--- src/rtl/poly_mac_schb_param_pkg.sv ---
// -----------------------------------------------------------------------------
// poly_mac_schb_param_pkg
// Shared definitions for the parametrised schoolbook negacyclic multiplier:
// host address region codes, FSM state encoding and a constant log2 helper
// used to size the address and counter fields.
// -----------------------------------------------------------------------------
package poly_mac_schb_param_pkg;

    // Upper two address bits select which coefficient memory is addressed.
    typedef enum logic [1:0] {
        REG_A    = 2'b00,
        REG_B    = 2'b01,
        REG_C    = 2'b10,
        REG_RSVD = 2'b11
    } region_e;

    typedef enum logic [1:0] {
        S_IDLE,
        S_CLEAR,
        S_MAC,
        S_FIN
    } state_e;

    // Ceiling log2, evaluated at elaboration time.
    function automatic int log2_f(input int value);
        int r;
        r = 0;
        while ((1 << r) < value) begin
            r = r + 1;
        end
        return r;
    endfunction

endpackage

--- src/rtl/schb_mac_unit.sv ---
// -----------------------------------------------------------------------------
// schb_mac_unit
// Combinational multiply-accumulate step of the schoolbook multiplier:
//   c_new_o = c_i + sext(a_i) * b_i        (negate_i = 0)
//   c_new_o = c_i - sext(a_i) * b_i        (negate_i = 1)
// all modulo 2^QW.
// Ports:
//   a_i      [SW-1:0]  secret coefficient, two's complement
//   b_i      [QW-1:0]  public coefficient, unsigned
//   c_i      [QW-1:0]  current accumulator coefficient
//   negate_i           subtract instead of add (negacyclic wrap term)
//   c_new_o  [QW-1:0]  updated accumulator coefficient
// -----------------------------------------------------------------------------
module schb_mac_unit #(
    parameter int QW = 13,
    parameter int SW = 4
) (
    input  logic [SW-1:0] a_i,
    input  logic [QW-1:0] b_i,
    input  logic [QW-1:0] c_i,
    input  logic          negate_i,
    output logic [QW-1:0] c_new_o
);

    logic [QW-1:0] a_ext;
    logic [QW-1:0] prod;

    // The low QW bits of the full SW+QW-bit signed product equal the product
    // of the sign-extended operands taken mod 2^QW, so only those bits are
    // formed; everything downstream is mod 2^QW anyway.
    assign a_ext   = QW'($signed(a_i));
    assign prod    = a_ext * b_i;
    assign c_new_o = negate_i ? (c_i - prod) : (c_i + prod);

endmodule

--- src/rtl/poly_mac_schb_param.sv ---
// -----------------------------------------------------------------------------
// poly_mac_schb_param
// Memory-mapped negacyclic polynomial multiplier: C = A*B mod (x^N+1, 2^QW),
// one multiply-accumulate per cycle. mode selects overwrite (C cleared
// first) or accumulate (C += A*B).
// Ports:
//   clk       rising-edge clock
//   resetn    synchronous active-low reset
//   start     begin an operation (honoured in IDLE only)
//   mode      0 = overwrite, 1 = accumulate; sampled with start
//   address   [AW-1:AW-2] region (A/B/C/reserved), [AW-3:0] coefficient index
//   data_in   host write data
//   write_en  host write strobe (honoured in IDLE only)
//   data_out  registered read data: C[index] in IDLE for region C, else 0
//   busy      high during CLEAR and MAC
//   done      one-cycle completion pulse
// -----------------------------------------------------------------------------
module poly_mac_schb_param
    import poly_mac_schb_param_pkg::*;
#(
    parameter  int N  = 64,
    parameter  int QW = 13,
    parameter  int SW = 4,
    parameter  int DW = 16,
    localparam int AW = log2_f(N) + 2
) (
    input  logic          clk,
    input  logic          resetn,
    input  logic          start,
    input  logic          mode,
    input  logic [AW-1:0] address,
    input  logic [DW-1:0] data_in,
    input  logic          write_en,
    output logic [DW-1:0] data_out,
    output logic          busy,
    output logic          done
);

    localparam int LW = AW - 2;

    // NOTE: coefficient memories have no reset; a reset must not disturb the
    // loaded operands, and leaving them unreset lets them map onto RAM.
    logic [SW-1:0] mem_a [N];
    logic [QW-1:0] mem_b [N];
    logic [QW-1:0] mem_c [N];

    state_e        state_q;
    logic [LW-1:0] i_q;
    logic [LW-1:0] j_q;
    logic          busy_q;
    logic          done_q;
    logic [DW-1:0] data_out_q;

    region_e       region;
    logic [LW-1:0] idx;
    logic          host_we;
    logic [LW:0]   ij_sum;
    logic [LW-1:0] k;
    logic          wrap;
    logic [QW-1:0] c_new;
    logic [DW-1:0] rd_data_d;
    logic          unused_data;

    assign region  = region_e'(address[AW-1:AW-2]);
    assign idx     = address[AW-3:0];
    assign host_we = write_en && (state_q == S_IDLE);

    // k = (i+j) mod N; the carry out of the sum marks the x^N wrap, where
    // x^N = -1 turns the accumulation into a subtraction.
    assign ij_sum = {1'b0, i_q} + {1'b0, j_q};
    assign k      = ij_sum[LW-1:0];
    assign wrap   = ij_sum[LW];

    // Only the low QW bits of the host bus carry coefficient data.
    assign unused_data = ^data_in;

    schb_mac_unit #(
        .QW (QW),
        .SW (SW)
    ) u_mac (
        .a_i      (mem_a[i_q]),
        .b_i      (mem_b[j_q]),
        .c_i      (mem_c[k]),
        .negate_i (wrap),
        .c_new_o  (c_new)
    );

    // NOTE: every variable assigned in always_comb gets a default first so no
    // path leaves it holding its old value, which would infer a latch.
    always_comb begin
        rd_data_d = '0;
        if (state_q == S_IDLE && region == REG_C) begin
            rd_data_d = DW'(mem_c[idx]);
        end
    end

    // Memory write port: host writes in IDLE, clearing in CLEAR, the
    // read-modify-write of C[k] in MAC. Writes are suppressed during reset
    // so an abort leaves C exactly as the last completed MAC step left it.
    always_ff @(posedge clk) begin
        if (resetn) begin
            if (host_we) begin
                case (region)
                    REG_A:   mem_a[idx] <= data_in[SW-1:0];
                    REG_B:   mem_b[idx] <= data_in[QW-1:0];
                    REG_C:   mem_c[idx] <= data_in[QW-1:0];
                    default: ;
                endcase
            end
            if (state_q == S_CLEAR) begin
                mem_c[j_q] <= '0;
            end else if (state_q == S_MAC) begin
                mem_c[k] <= c_new;
            end
        end
    end

    // NOTE: sequential state uses non-blocking assignments only, so every
    // register samples values from before the edge regardless of order.
    always_ff @(posedge clk) begin
        if (!resetn) begin
            state_q    <= S_IDLE;
            i_q        <= '0;
            j_q        <= '0;
            busy_q     <= 1'b0;
            done_q     <= 1'b0;
            data_out_q <= '0;
        end else begin
            done_q     <= 1'b0;
            data_out_q <= rd_data_d;
            case (state_q)
                S_IDLE: begin
                    if (start) begin
                        i_q     <= '0;
                        j_q     <= '0;
                        busy_q  <= 1'b1;
                        state_q <= mode ? S_MAC : S_CLEAR;
                    end
                end
                S_CLEAR: begin
                    // j doubles as the clear index.
                    j_q <= j_q + LW'(1);
                    if (j_q == LW'(N - 1)) begin
                        state_q <= S_MAC;
                    end
                end
                S_MAC: begin
                    // j wraps naturally at N because N is a power of two.
                    j_q <= j_q + LW'(1);
                    if (j_q == LW'(N - 1)) begin
                        i_q <= i_q + LW'(1);
                        if (i_q == LW'(N - 1)) begin
                            busy_q  <= 1'b0;
                            done_q  <= 1'b1;
                            state_q <= S_FIN;
                        end
                    end
                end
                S_FIN: begin
                    state_q <= S_IDLE;
                end
                default: begin
                    state_q <= S_IDLE;
                end
            endcase
        end
    end

    assign data_out = data_out_q;
    assign busy     = busy_q;
    assign done     = done_q;

endmodule

--- config.mk ---
export PLATFORM = sky130hd
export DESIGN_NAME = poly_mac_schb_param
export DESIGN_NICKNAME = d
export VERILOG_FILES = /design/src/rtl/poly_mac_schb_param_pkg.sv /design/src/rtl/schb_mac_unit.sv /design/src/rtl/poly_mac_schb_param.sv
export SDC_FILE = /design/constraint.sdc
export NUM_CORES = 2
export LEC_CHECK = 0
export ABC_CLOCK_PERIOD_IN_PS = 32000
export BUFFER_PORTS_ARGS = -buffer_cell sky130_fd_sc_hd__buf_2
export CAP_MARGIN = 20
export CORE_MARGIN = 4
export CORE_UTILIZATION = 28
export DETAILED_ROUTE_END_ITERATION = 6
export GPL_ROUTABILITY_DRIVEN = 0
export PLACE_DENSITY = 0.38
export REMOVE_ABC_BUFFERS = 1
export SYNTH_ARGS = -nofsm -noshare
export SYNTH_HDL_FRONTEND = slang
export SYNTH_SLANG_ARGS = --single-unit
--- constraint.sdc ---
create_clock -name clk -period 32 [get_ports clk]
set_input_delay 6.4 -clock clk [delete_from_list [all_inputs] [get_ports clk]]
set_output_delay 6.4 -clock clk [all_outputs]
set_load 0.05 [all_outputs]
Yosys cells after proc, flatten, opt, wreduce, memory -nomap -nowiden
Memories as Yosys holds them, arrays and structs flattened. A register that Yosys moved wholly into a read port is not among the register bits.
Index checks and enable logic that the tools add are counted.
{"block": "word_totals", "output_inout_bits": 18, "elab_cells": 87, "n_memories": 3, "ramBits": 1920, "ff_bits": 19, "in_bits": 29}
{"block": "op_classes", "reduce_logical": 16, "addsub": 5, "eq_ne": 11, "mux": 45, "multipliers": 1}
{"name": "mem_b", "words": 64, "word_bits": 13, "read_ports": 1, "rd_clocked_by_memory_dff": 1, "wr": 1, "line": "poly_mac_schb_param.sv:44", "source": "logic [QW-1:0] mem_b [N];"}
{"name": "mem_c", "words": 64, "word_bits": 13, "read_ports": 2, "rd_clocked_by_memory_dff": 1, "wr": 1, "line": "poly_mac_schb_param.sv:45", "source": "logic [QW-1:0] mem_c [N];"}
{"name": "mem_a", "words": 64, "word_bits": 4, "read_ports": 1, "rd_clocked_by_memory_dff": 1, "wr": 1, "line": "poly_mac_schb_param.sv:43", "source": "logic [SW-1:0] mem_a [N];"}
{"operator": "$mux W6", "n": 8}
{"operator": "$mux W13", "n": 3}
{"operator": "$reduce_or A13 Y1", "n": 2}
{"operator": "$mux W1", "n": 25}
{"operator": "$pmux W6 S2", "n": 2}
{"operator": "$add A13 B13 Y13", "n": 1}
{"operator": "$mul A4 B13 Y13", "n": 1}
{"operator": "$sub A13 B13 Y13", "n": 1}
{"operator": "$add A6 B1 Y6 const B", "n": 2}
{"operator": "$eq A6 B6 Y1 const B", "n": 2}
{"operator": "$mux W2", "n": 5}
{"operator": "$pmux W2 S4", "n": 1}
{"operator": "$reduce_and A4 Y1", "n": 2}
{"operator": "$add A6 B6 Y7", "n": 1}
{"operator": "$eq A2 B2 Y1 const B", "n": 3}
{"operator": "$ne A2 B1 Y1 const B", "n": 3}
{"operator": "$reduce_and A3 Y1", "n": 2}
{"operator": "$eq A2 B1 Y1 const B", "n": 2}
{"operator": "$logic_not A2 Y1", "n": 2}
{"operator": "$reduce_and A2 Y1", "n": 2}
{"operator": "$reduce_bool A2 Y1", "n": 2}
{"operator": "$logic_and A1 B1 Y1", "n": 2}
{"operator": "$ne A2 B2 Y1 const B", "n": 1}
{"operator": "$pmux W1 S2", "n": 1}
{"operator": "2 further kinds", "n": 2}

Logic depth before layout (Yosys ltp)
{"block": "depth", "ltp_word": 7, "depth_mapped": 31, "depth_no_buf": 27}

Modules after synthesis
From an unflattened synthesis, not the netlist that was laid out.
{"block": "unflattened", "cells_unflattened": 4707, "hier_area_um2": 84995.3}
{"module": "poly_mac_schb_param", "cells_each": 4466, "area_per_inst_um2": 83040.9, "n_inst": 1, "seq_area_each_um2": 58476.1}
{"module": "schb_mac_unit", "cells_each": 241, "area_per_inst_um2": 1954.4, "n_inst": 1, "seq_area_each_um2": 0.0}

Worst setup path before layout
Ideal clock, no wire load.
{"block": "synth_path", "kind": "input to register", "from": "input port resetn", "to": "memory mem_c[0][7] (data pin)", "n_path_buf": 3, "setup_ns": 0.719, "t_arrival_ns": 9.851, "required_time_ns": 31.281, "path_stages": 5, "setup_slack_ns": 21.429, "path_cell_list": "clkbuf_1 > nand2_1 > clkbuf_1 > clkbuf_1 > o31ai_1"}
{"block": "synth_between", "elab_chain_len": 5, "word_cells_on_any_way": 8, "classes_between": "mux: 6; reduce/logical: 2"}
{"item": "start, declared", "line": "poly_mac_schb_param.sv:28", "source": "input logic resetn,"}
{"item": "$mux W1", "line": "poly_mac_schb_param.sv:101", "source": "if (resetn) begin"}
{"item": "$mux W1 (implied by the code)", "line": "poly_mac_schb_param.sv:111", "source": "mem_c[j_q] <= '0;"}
{"item": "$reduce_or A13 Y1 (no line)"}
{"item": "$mux W13 (no line)"}
{"item": "$mux W13 (no line) (*)"}
{"item": "end, declared", "line": "poly_mac_schb_param.sv:45"}
Every way passes the cells marked *; elsewhere a longest branch is shown, timed or not.

==> results.cfg <==
[synthesis]
syn-cell-area_mm2 = 0.0823
yosys-top-cells-count = edfxtp_1, mux4_2, nor2_1
synth_edf_count = 1920
synth_flop_cell = edfxtp_1
synth.most_common_cell = edfxtp_1
syn_area_per_cell_um2 = 19.6
yosysTopAreaCell = edfxtp_1
yosysSeqAreaShare = 0.711
ys_top_cells_by_area = edfxtp_1, mux4_2, a22oi_1
synthCells = 4196
synthArstFlopShare = 0
yosysTopAreaCellShare = 0.701
synth_cell_types = 62
yosys_warnings = 0
ys_ff_latch = 1961

[finish]
final_nets = 4532
syn2layout_area_growth_pct = 16.0
num-fill-cells = 27990
drive_gt1_frac = 0.276

[sta]
finClkSkew_ns = 0.0633
fin_crit_ns = 10.04
rsz0062_at_grt = false
slew_headroom = 0.227
timing.fmax_ghz = 0.0996
worst_pin_slew_ns = 1.15
timing_hold_violations_final = 0
slew_violations = 0
setup_tns_ns = 0
final-setup-viol-count = 0
finalCritPeriodShare = 0.314

[clocking]
cts_resized = 0
cts_hold_buf = 0
tritoncts = done
cts_buffers = 223
cts_sinks = 1961
clk_pin_slew_ns = 0.06
cts_root_buf = clkbuf_16
cts_setup_buffers = 0
clk_latency_ns = 0.88
cts_buffer_depth = 4
cts_max_level = 4

[power_and_ir_drop]
combPwrFrac = 0.196
cellPowerDensity_mw_per_mm2 = 71.1
switchingPower_uw = 1880
p_leak_uw = 0.0286
seqPwrFrac = 0.437
clkPwrFrac = 0.367
p_total_uw = 6790
p_int_uw = 4910
irDropWorstVdd_mv = 0.0532
switching_share = 0.277

[critical_path]
crit_fanout = 64
cp-start-kind = flip-flop
reg2reg_depth = 28
worstPathArrival_ns = 10.58
cpMostUsedCell = fa_1
cp-end-kind = flip-flop
crit_required_ns = 32.54
path_class = reg -> reg
cpMaxStageDelayCell = dfxtp_4
cp_slowest_stage_delay_ns = 0.71

[min_path]
min_path_type = reg -> reg
holdPathStages = 2

[status]
run_status = completed

[grt]
grt_pass1_wl_um = 385000
grt_max_degree = 93
grt.overflow.total = 0
track_usage = 0.181
grt_pass1_vias = 45645
antenna_found_initial = 15

[die]
io_pins = 47
core_area_mm2 = 0.292
floorplan.die_area_mm2 = 0.303
num_rows = 198
start_util = 0.282
fp.dieW_um = 550
chipHeight_um = 550

[drt]
vias_per_cell = 5.19
routedWlPerCell_um = 32.7
drc_errors = 0
firstDrtPassIters = 5
routed_wirelength_um = 279000
drtIter0Drc = 4488
ant_nets = 0
num_vias = 44226

[placed_design]
port_buffers = 40
hpwl_um = 168000

[job]
maxCapViolCount = 0
per-layer routing:
| layer | vias to the layer above | wire length, µm | track usage |
|---|---|---|---|
| met5 | - | 20 | 0 |
| met4 | 4 | 8300 | 0.0516 |
| met3 | 361 | 13700 | 0.0232 |
| met2 | 1460 | 136000 | 0.302 |
| met1 | 24027 | 121000 | 0.249 |
| li1 | 18374 | - | - |
worst max-delay path, delay by kind of cell (launching register included):
kind / cells / cell delay (ns)
AOI/OAI and AO/OA: 8 / 1.57
xor gates and xnor gates: 3 / 0.43
adders and majority gates: 6 / 2.53
buffers and inverters: 4 / 1.94
DFF: 1 / 0.71
muxes: 3 / 1.51
and+or+nand+nor: 4 / 0.82
per-stage QoR:
stage	hold WS [ns]	setup WS [ns]	utilization	std cells	instance area (µm²)
after floorplan	0.458	14.73	-	3918	81100
after global placement	0.489	21.16	0.303	8105	88400
after detailed placement	0.491	21.13	0.303	8107	88400
after CTS	0.498	21.69	0.327	8514	95400
after global routing	0.522	21.13	0.327	8520	95400
final	0.490	21.96	0.327	8528	95500
final timing paths:
path,end,startpoint,slack (ns)
setup reg to reg,mem_c[11][12]$_DFFE_PP_,flip-flop,21.96
hold reg to reg,state_q[0]$_SDFFE_PN0P_,state_q[0]$_SDFFE_PN0P_,0.49
hold / removal,state_q[0]$_SDFFE_PN0P_,state_q[0]$_SDFFE_PN0P_,0.49
setup / recovery,mem_c[11][12]$_DFFE_PP_,flip-flop,21.96
final cells by class:
type	count	area, µm²	share of cell area
sequential	1961	58500	0.613
multi-input combinational	1924	22700	0.238
clock buffer	289	6000	0.0628
tap	3900	4880	0.0511
timing repair buffer	292	2190	0.0230
clock inverter	118	1030	0.0108
inverter	33	124	0.00130
antenna	11	27.5	0.000288
logic make-up (layout without fill, tap and decap cells):
kind of cell    count (synthesis)  count (layout)  share of synthesized area
buf+inv                       313             732                     0.0164
mux                           624             624                      0.166
other cells                     1              14                  0.0000456
fa+ha+maj                      68              68                     0.0123
flops                        1961            1961                      0.711
compound gates                701             701                     0.0631
simple gates                  485             485                     0.0271
xor+xnor                       43              43                    0.00458
power by group through the flow:
stage          sequential (µW)  combinational [µW]  clock [µW]
6_report                  2970                1330        2490
5_1_grt                   2970                1430        2680
4_1_cts                   2970                1360        2570
3_5_place_dp              3020                1350           0
3_3_place_gp              3020                1360           0
2_1_floorplan             3080                 977           0
sequential cells by signal, indices dropped and copies added (netlist names), named ones only:
signal	flops
j_q	6
state_q	2
data_out	13
done	1
mem_c	832
busy	1
i_q	6
mem_a	256
mem_b	832
layout by cell type, fill, tap and decap left out, types with 79 or more instances in the layout:
cell type  count
a22oi_1      236
mux4_2       589
a221oi_1     105
edfxtp_1    1920
a22o_1       111
nor2_1       229
clkbuf_16    223
buf_4        244
nand2_1       79
a31oi_1      107
No activity file was read; power rests on OpenSTA's default activity.
